## src/rtl/sfx_audio_arbiter_pkg.sv

```systemverilog
// Shared types and constants for the speaker arbiter.
// State encoding, default tone half-periods and the effect priority encoder.
package audio_pkg;

   typedef enum logic [1:0] {
      ST_MUSIC = 2'd0,
      ST_SFX   = 2'd1,
      ST_GAP   = 2'd2
   } state_t;

   localparam int SFX_ID_W = 2;

   localparam int HP_A4 = 113636;
   localparam int HP_E5 = 75843;
   localparam int HP_A5 = 56818;
   localparam int HP_E3 = 303379;

   // Highest set bit wins; a zero vector maps to id 0.
   function automatic logic [SFX_ID_W-1:0] win_id(
      input logic [3:0] v
   );
      logic [SFX_ID_W-1:0] id;
      priority casez (v)
         4'b1???: id = 2'd3;
         4'b01??: id = 2'd2;
         4'b001?: id = 2'd1;
         default: id = 2'd0;
      endcase
      return id;
   endfunction

endpackage

```

## src/rtl/sfx_audio_arbiter_tone_div.sv

```systemverilog
// Square-wave tone generator for sound effects.
// Restart forces the wave high and clears the toggle counter.
module sfx_tone_div #(
   parameter int CNT_W = 27
) (
   input  logic             clk,
   input  logic             reset,
   input  logic             restart,
   input  logic [CNT_W-1:0] half_period,
   output logic             tone
);

   logic [CNT_W-1:0] cnt;

   always_ff @(posedge clk) begin
      if (reset) begin
         cnt  <= '0;
         tone <= 1'b0;
      end else if (restart) begin
         cnt  <= '0;
         tone <= 1'b1;
      end else if (cnt == half_period - CNT_W'(1)) begin
         cnt  <= '0;
         tone <= ~tone;
      end else begin
         cnt <= cnt + CNT_W'(1);
      end
   end

endmodule

```

## src/rtl/sfx_audio_arbiter.sv

```systemverilog
// Speaker owner: routes music, or a prioritised one-shot effect
// followed by a short silence, onto the single speaker pin.
module sfx_audio_arbiter
   import audio_pkg::*;
#(
   parameter int NUM_SFX    = 4,
   parameter int SFX_DUR    = 25000000,
   parameter int GAP_CYCLES = 2500000,
   parameter int CNT_W      = 27,
   parameter int SFX_HP0    = HP_A4,
   parameter int SFX_HP1    = HP_E5,
   parameter int SFX_HP2    = HP_A5,
   parameter int SFX_HP3    = HP_E3
) (
   input  logic                clk,
   input  logic                reset,
   input  logic                music_norm,
   input  logic                music_crit,
   input  logic                crit_mode,
   input  logic                beat_tick,
   input  logic [NUM_SFX-1:0]  sfx_req,
   input  logic                mute,
   output logic                speaker,
   output logic                sfx_active,
   output logic [SFX_ID_W-1:0] active_id,
   output logic                track_sel
);

   localparam logic [CNT_W-1:0] DUR_LD = CNT_W'(SFX_DUR - 1);
   localparam logic [CNT_W-1:0] GAP_LD = CNT_W'(GAP_CYCLES - 1);

   state_t              state_q, state_d;
   logic [NUM_SFX-1:0]  pending_q;
   logic [NUM_SFX-1:0]  above_mask;
   logic [NUM_SFX-1:0]  grant_mask;
   logic [CNT_W-1:0]    dur_q, gap_q;
   logic [CNT_W-1:0]    hp;
   logic [SFX_ID_W-1:0] winner;
   logic                any_pend, preempt, grant;
   logic                dur_zero, gap_zero, load_gap;
   logic                spk_d, tone;

   assign winner     = win_id(pending_q);
   assign any_pend   = |pending_q;
   assign dur_zero   = (dur_q == '0);
   assign gap_zero   = (gap_q == '0);
   // Bits strictly above the playing effect.
   assign above_mask = ~((NUM_SFX'(2) << active_id) - NUM_SFX'(1));
   assign preempt    = (state_q == ST_SFX) && |(pending_q & above_mask);

   always_comb begin
      hp = CNT_W'(SFX_HP0);
      unique case (active_id)
         2'd0: hp = CNT_W'(SFX_HP0);
         2'd1: hp = CNT_W'(SFX_HP1);
         2'd2: hp = CNT_W'(SFX_HP2);
         2'd3: hp = CNT_W'(SFX_HP3);
      endcase
   end

   sfx_tone_div #(
      .CNT_W(CNT_W)
   ) u_tone (
      .clk        (clk),
      .reset      (reset),
      .restart    (grant),
      .half_period(hp),
      .tone       (tone)
   );

   always_ff @(posedge clk) begin
      if (reset) state_q <= ST_MUSIC;
      else       state_q <= state_d;
   end

   always_comb begin
      state_d = state_q;
      unique case (state_q)
         ST_MUSIC: if (any_pend) state_d = ST_SFX;
         ST_SFX:   if (!preempt && dur_zero) state_d = ST_GAP;
         ST_GAP:   if (gap_zero) state_d = any_pend ? ST_SFX : ST_MUSIC;
         default:  state_d = ST_MUSIC;
      endcase
   end

   always_comb begin
      grant    = 1'b0;
      load_gap = 1'b0;
      spk_d    = 1'b0;
      unique case (state_q)
         ST_MUSIC: begin
            grant = any_pend;
            spk_d = track_sel ? music_crit : music_norm;
         end
         ST_SFX: begin
            grant    = preempt;
            load_gap = !preempt && dur_zero;
            spk_d    = tone;
         end
         ST_GAP: grant = gap_zero && any_pend;
         default: ;
      endcase
      if (mute) spk_d = 1'b0;
      grant_mask = grant ? (NUM_SFX'(1) << winner) : '0;
   end

   always_ff @(posedge clk) begin
      if (reset) begin
         pending_q  <= '0;
         dur_q      <= '0;
         gap_q      <= '0;
         active_id  <= '0;
         track_sel  <= 1'b0;
         speaker    <= 1'b0;
         sfx_active <= 1'b0;
      end else begin
         // A same-cycle request re-arms its own grant.
         pending_q  <= (pending_q & ~grant_mask) | sfx_req;
         speaker    <= spk_d;
         sfx_active <= (state_d == ST_SFX);
         if (beat_tick) track_sel <= crit_mode;
         if (grant) begin
            active_id <= winner;
            dur_q     <= DUR_LD;
         end else if (state_q == ST_SFX && !dur_zero) begin
            dur_q <= dur_q - CNT_W'(1);
         end
         if (load_gap) gap_q <= GAP_LD;
         else if (state_q == ST_GAP && !gap_zero)
            gap_q <= gap_q - CNT_W'(1);
      end
   end

endmodule

```

## config.mk

```make
export PLATFORM = sky130hd
export DESIGN_NAME = sfx_audio_arbiter
export DESIGN_NICKNAME = d
export VERILOG_FILES = /design/src/rtl/sfx_audio_arbiter_pkg.sv /design/src/rtl/sfx_audio_arbiter_tone_div.sv /design/src/rtl/sfx_audio_arbiter.sv
export SDC_FILE = /design/constraint.sdc
export NUM_CORES = 1
export LEC_CHECK = 0
export ABC_CLOCK_PERIOD_IN_PS = 7700
export CORE_MARGIN = 3
export CORE_UTILIZATION = 40
export DETAILED_ROUTE_END_ITERATION = 16
export PLACE_DENSITY = 0.53
export SYNTH_ARGS = -nofsm -noshare
export SYNTH_HDL_FRONTEND = slang
export SYNTH_SLANG_ARGS = --single-unit
```

## constraint.sdc

```tcl
create_clock -name clk -period 7.7 [get_ports clk]
set_input_delay 0.77 -clock clk [delete_from_list [all_inputs] [get_ports clk]]
set_output_delay 0.77 -clock clk [all_outputs]
set_load 0.01 [all_outputs]
```

==> flow_metrics.tcl <==
set metrics [dict create \
    outcome "finished, final reports clean" \
    clock_sinks 93 \
    highest_layer "met4" \
    grt_usage_pct 17.7 \
    netlist_area_um2 4780 \
    seqPwrFrac_pct 49.1 \
    cts-hold-fix-buffers 0 \
    ios 16 \
    post-route-util_pct 45.5 \
    fmax_mhz 337 \
    yosys_warnings 0 \
    post-cts-setup-buffers 0 \
    worstHoldPathCells 2 \
    grt_max_degree 38 \
    core_um2 11600 \
    n_antenna_cell 0 \
    final_layout_size_suffix_gt1_share_pct 6.23 \
    rows 39 \
    report.final.slew_viol_count 0 \
    die_w_um 115 \
    p_int_mw 0.798 \
    final_cell_mix "93 x dfxtp_1, 51 x nor3_1, 38 x or3_1, 38 x a21oi_1, 27 x o21ai_0" \
    area_growth_pct 10.1 \
    clockPowerShare_pct 38.1 \
    clk_latency_ns 0.35 \
    grt_overflow_total 0 \
    ys_ff_latch 93 \
    antenna_found_initial 0 \
    layout_min_cycle_time_ns 2.97 \
    post_drt_wl_per_cell_um 15.6 \
    crit_type "flop to flop" \
    clock_path_buffers 2 \
    cp_max_fo 11 \
    hold_path_class "flop to flop" \
    ant_nets 0 \
    worstReg2RegStart "dur_q[12]" \
    final_common_cell "dfxtp_1" \
    worstReg2RegEnd "dur_q[7]" \
    hold_viol 0 \
    die_h_um 115 \
    synthCells 559 \
    via_per_inst 5.88 \
    p_switching_mw 0.290 \
    reg2reg_depth 5 \
    synthArstFlopShare_pct 0 \
    gp_congestion 0.758 \
    grt_pass1_vias 3813 \
    ys_types 58 \
    maxCapViolCount 0 \
    min_period_over_period_pct 38.5 \
    whs_endpoint "gap_q[9]" \
    peakVddDrop_mv 0.108 \
    die-area_um2 13300 \
    timing.final.ws_setup_ns 4.73 \
    setup_viol 0 \
    initialDrtViolationCount 206 \
    cp.arrival_ns 3.24 \
    cts_tree "done" \
    via_count 4148 \
    critPathCaptureType "flop" \
    p_per_area_nw_per_um2 207 \
    wl_met2_um 4800 \
    ff2ff_setup_slack_ns 4.73 \
    syn-mean-instance-area_um2 8.55 \
    port_buffers 15 \
    cts_buffers 9 \
    tightestPinTransition_ns 1.16 \
    dp.final_hpwl_um 7470 \
    ctsRootBufferMaster "clkbuf_16" \
    setup_tns_ns 0 \
    routed_wl_um 11000 \
    preCtsSetupSlack_ns 4.77 \
    dr_wl_met3_um 341 \
    synth_edf_count 0 \
    dr.pass1.iters 5 \
    drc 0 \
    finClkSkew_ns 0.00644 \
    p_comb_share_pct 12.8 \
    critPathLaunchType "flop" \
    p_leak_nw 1.73 \
    wl_met1_um 5730 \
    synth_flop_cell "dfxtp_1" \
    ys_seq_area_share_pct 39.0 \
    rsz0062_at_grt "false" \
    cts_max_level 3 \
    synth.net_count 575 \
    slew_headroom_pct 21.8 \
    initial_core_util_pct 41.3 \
    clk_pin_slew_ns 0.06 \
    cts_resized 0 \
    fillers 1128 \
    fin_nets 573 \
    grt_first_pass_wirelength_um 19000 \
    worstHoldStart "gap_q[9]" \
    holdWs_ns 0.482 \
    required_ns 7.97 \
    switching_share_pct 26.7 \
]
==> cells in the mapped netlist (4+ instances only) <==
master     n  area [um2]
dfxtp_1   93        1860
nor3_1    51         255
a21oi_1   38         190
or3_1     38         238
o21ai_0   27         135
or4_1     25         188
xnor2_1   24         210
nand2_1   23        86.3
nor2_1    23        86.3
o31ai_1   21         158
clkbuf_1  20        75.1
a31oi_1   18         113
nand3_1   16        80.1
inv_1     13        48.8
xor2_1    13         114
nor4_1    10        62.6
or2_2      9        56.3
buf_2      8        40.0
nor2b_1    7        43.8
and3b_1    6        52.6
ha_1       5        62.6
nand4_1    5        31.3
nor3b_1    5        37.5
o211ai_1   5        37.5
mux2i_1    4        40.0
==> routing by layer <==
layer | global-route usage [%] | vias up
met5 | 0 | -
met4 | 3.99 | 0
met3 | 5.16 | 7
met2 | 26.2 | 44
met1 | 25.6 | 2005
li1 | - | 2092
==> kinds of logic (layout without fill, tap and decap cells) <==
logic type / Yosys count / in the layout / share of synthesized area, %
AOI/OAI and AO/OA: 134 / 134 / 18.3
muxes: 5 / 5 / 1.07
DFF: 93 / 93 / 39.0
and+or+nand+nor: 241 / 241 / 29.6
buffers and inverters: 44 / 47 / 3.98
adders and majority gates: 5 / 5 / 1.31
xor gates and xnor gates: 37 / 37 / 6.78
==> flip-flops by register name (all words and copies together) (netlist names) <==
register	flops
pending_q	4
track_sel	1
active_id	2
sfx_active	1
u_tone.tone	1
u_tone.cnt	27
gap_q	27
dur_q	27
speaker	1
state_q	2
==> worst max path at each step <==
stage / slack (ns) / from / endpoint
final: 4.73 / dur_q[12] / dur_q[7]
after global routing: 4.38 / dur_q[12] / dur_q[9]
after CTS: 4.74 / dur_q[12] / dur_q[7]
after detailed placement: 4.77 / dur_q[12] / dur_q[1]
after global placement: 4.85 / dur_q[12] / dur_q[9]
after floorplan: 5.22 / dur_q[12] / gap_q[14]
==> cell type report <==
class / count / area [um2] / area share [%]
timing repair buffer: 18 / 173 / 3.28
clock inverter: 1 / 5.00 / 0.0951
tap: 143 / 179 / 3.40
multi-input combinational: 422 / 2730 / 51.8
inverter: 13 / 48.8 / 0.927
sequential: 93 / 1860 / 35.4
clock buffer: 15 / 268 / 5.09
==> critical path, stage by stage, from the launching register on <==
cell	delay [ns]
dfxtp_1	0.35
or4_4	0.58
or4_1	0.54
o31ai_1	1.01
o21ai_0	0.22
a21oi_1	0.18
==> power by group through the flow <==
stage / Sequential [mW] / Clock (mW) / Combinational (mW)
final: 0.534 / 0.414 / 0.140
after floorplan: 0.533 / 0 / 0.108
after detailed placement: 0.545 / 0 / 0.140
after CTS: 0.534 / 0.427 / 0.141
after global routing: 0.539 / 0.451 / 0.159
after global placement: 0.543 / 0 / 0.138
==> metrics by stage <==
stage	instance area, um2	cells	total power, mW
final	5260	705	1.09
after global routing	5260	705	1.15
after CTS	5260	705	1.10
after detailed placement	4990	689	0.685
after global placement	4990	689	0.681
after floorplan	4780	559	0.640
Power figures use the tool's default switching activity.
==> edit (config.mk and constraints unchanged) <==
Encoding of `state_t`: now one-hot (3 bits for 3 states).
--- a/src/rtl/sfx_audio_arbiter_pkg.sv
+++ b/src/rtl/sfx_audio_arbiter_pkg.sv
@@ -4,6 +4,6 @@
 
-   typedef enum logic [1:0] {
-      ST_MUSIC = 2'd0,
-      ST_SFX   = 2'd1,
-      ST_GAP   = 2'd2
+   typedef enum logic [2:0] {
+      ST_MUSIC = 3'b001,
+      ST_SFX   = 3'b010,
+      ST_GAP   = 3'b100
    } state_t;
Check against the original RTL: same outputs for any inputs over 10 cycles, from zero or initial values and one cycle with reset high; not proved beyond that.
==> edit against the original RTL <==
First-iteration DRC count increased by 18%; synthesized area rose by 3.7%; wire length rose by 7.6%; setup slack worse by 0.032 ns; cell count up 6.5%; sequential share of layout area is 1.4 points lower; cell area increased by 5.1%; sequential cell count rose by 1; non-clock buffer count up 2; power up 21%; sequential power up 11%; maximum frequency is 1.1% lower; critical path type unchanged.
==> edit: results (changes against the original RTL) <==
| Metric | Value |
|---|---|
| Outcome | complete, no violations |
| Antenna Cells | 0 (unchanged) |
| Origin of the critical flop-to-flop path | gap_q[0] |
| Internal power | 0.887 mW (+11%) |
| Postcts setup bufs | 0 (unchanged) |
| GPL Wtd Cong | 0.788 (+4.0%) |
| Unique masters post-synth | 66 (+14%) |
| Syn Nets | 594 (+3.3%) |
| First-pass DRT Iterations | 4 (-1) |
| Fillers | 1219 (+8.1%) |
| Slew headroom | 0.193 (-0.0251) |
| Sequential area share after synthesis | 0.380 (-0.0100) |
| 1st-iter DRT viols | 243 (+18%) |
| Vias in the first global route | 4033 (+5.8%) |
| Detailed placer's ending HPWL | 7.93 mm (+6.2%) |
| Vias per cell | 5.85 (-0.56%) |
| Fin Clk Skew | 0.00988 ns (+0.00344 ns) |
| CP arrival | 3.30 ns (+0.06 ns) |
| Peak VDD IR | 111 µV (+3.0%) |
| Share of layout cells above drive strength 1 | 0.0875 (+0.0252) |
| GR Util All Layers | 0.175 (-0.00194) |
| Largest net degree at the start of global routing | 81 (+110%) |
| R2R depth | 7 (+2) |
| Placed inst area | 5230 µm² (+4.9%) |
| Final wirelength | 11.8 mm (+7.6%) |
| Most common library cells after synthesis | dfxtp_1 (94), nor2_1 (45), nor4_1 (31) |
| Synth top area cells | dfxtp_1 (38%), nor4_1 (3.9%), xor2_1 (3.5%), o31ai_1 (3.5%), nor2_1 (3.4%) |
| Leakage | 1.81 nW (+4.5%) |
| First-pass GRT wire length | 20.3 mm (+6.8%) |
| Reg-to-Reg End | sfx_active |
| Crit Path Max Fanout | 41 (+30) |
| Placement Setup Slack | 4.70 ns (-0.0728 ns) |
## edit: cell types whose count changed after synthesis, sizes merged, moves of 6 or more
| cell | delta |
|---|---|
| and3b | -6 |
| o21ai | -14 |
| xor2 | +7 |
| nand4 | +11 |
| o311ai | +6 |
| nor2 | +22 |
| nor3 | -20 |
| and3 | +11 |
| or3 | -18 |
| a211oi | +10 |
| a21oi | -12 |
| nor4 | +23 |
| or4 | -10 |
## edit: metrics by stage
stage	std cells	total power, mW	util	hold slack, ns
CTS	751	1.33	0.459	0.477
global route	751	1.40	0.459	0.497
detailed placement	735	0.885	0.434	0.468
finish	751	1.32	0.459	0.474
global placement	735	0.879	0.434	0.456
floorplan	578	0.795	-	0.448
## edit: worst max-delay path by stage
stage	startpoint	end	slack, ns	cells after the start
finish	gap_q[0]	sfx_active	4.70	7
global route	gap_q[17]	sfx_active	4.41	5
CTS	gap_q[0]	sfx_active	4.68	7
detailed placement	gap_q[17]	sfx_active	4.70	5
global placement	gap_q[0]	sfx_active	4.76	7
floorplan	active_id[1]	u_tone.cnt[10]	5.45	7
## edit: final cells by class
cell class,count,area (µm²),area share
Clock buffer,12,267,0.0482
Clock inverter,4,30.0,0.00543
Timing Repair Buffer,20,183,0.0330
Tap cell,168,210,0.0380
Multi-Input combinational cell,442,2920,0.528
Sequential cell,94,1880,0.340
Inverter,11,41.3,0.00747
## edit: worst max-delay path, stage by stage (launching register included)
cell	delay, ns
dfxtp_1	0.32
inv_1	0.09
ha_1	0.18
nor4b_1	0.32
and3_2	0.41
nand4_1	0.23
a31oi_4	1.03
o221a_2	0.34
## edit: layer usage
metal,global-route usage,up-vias,part of all wire
met4,0.0652,0,0.016
li1,-,2230,-
met1,0.254,2098,0.52
met3,0.0313,13,0.029
met5,0,-,0
met2,0.260,53,0.43
## edit: logic make-up after synthesis
group                    Yosys count  share of synthesized area
AND/OR/NAND/NOR                  263                      0.311
AO/OA/AOI/OAI                    127                      0.176
flip-flops                        94                      0.380
buffers and inverters             42                     0.0348
XOR/XNOR                          39                     0.0689
multiplexers                       8                     0.0164
adder cells (fa/ha/maj)            5                     0.0126
## edit: power by group through the flow
stage | combinational, mW | sequential, mW | clock (mW)
floorplan | 0.212 | 0.582 | 0
global placement | 0.278 | 0.602 | 0
detailed placement | 0.282 | 0.604 | 0
global route | 0.317 | 0.604 | 0.476
finish | 0.280 | 0.594 | 0.443
CTS | 0.282 | 0.593 | 0.455
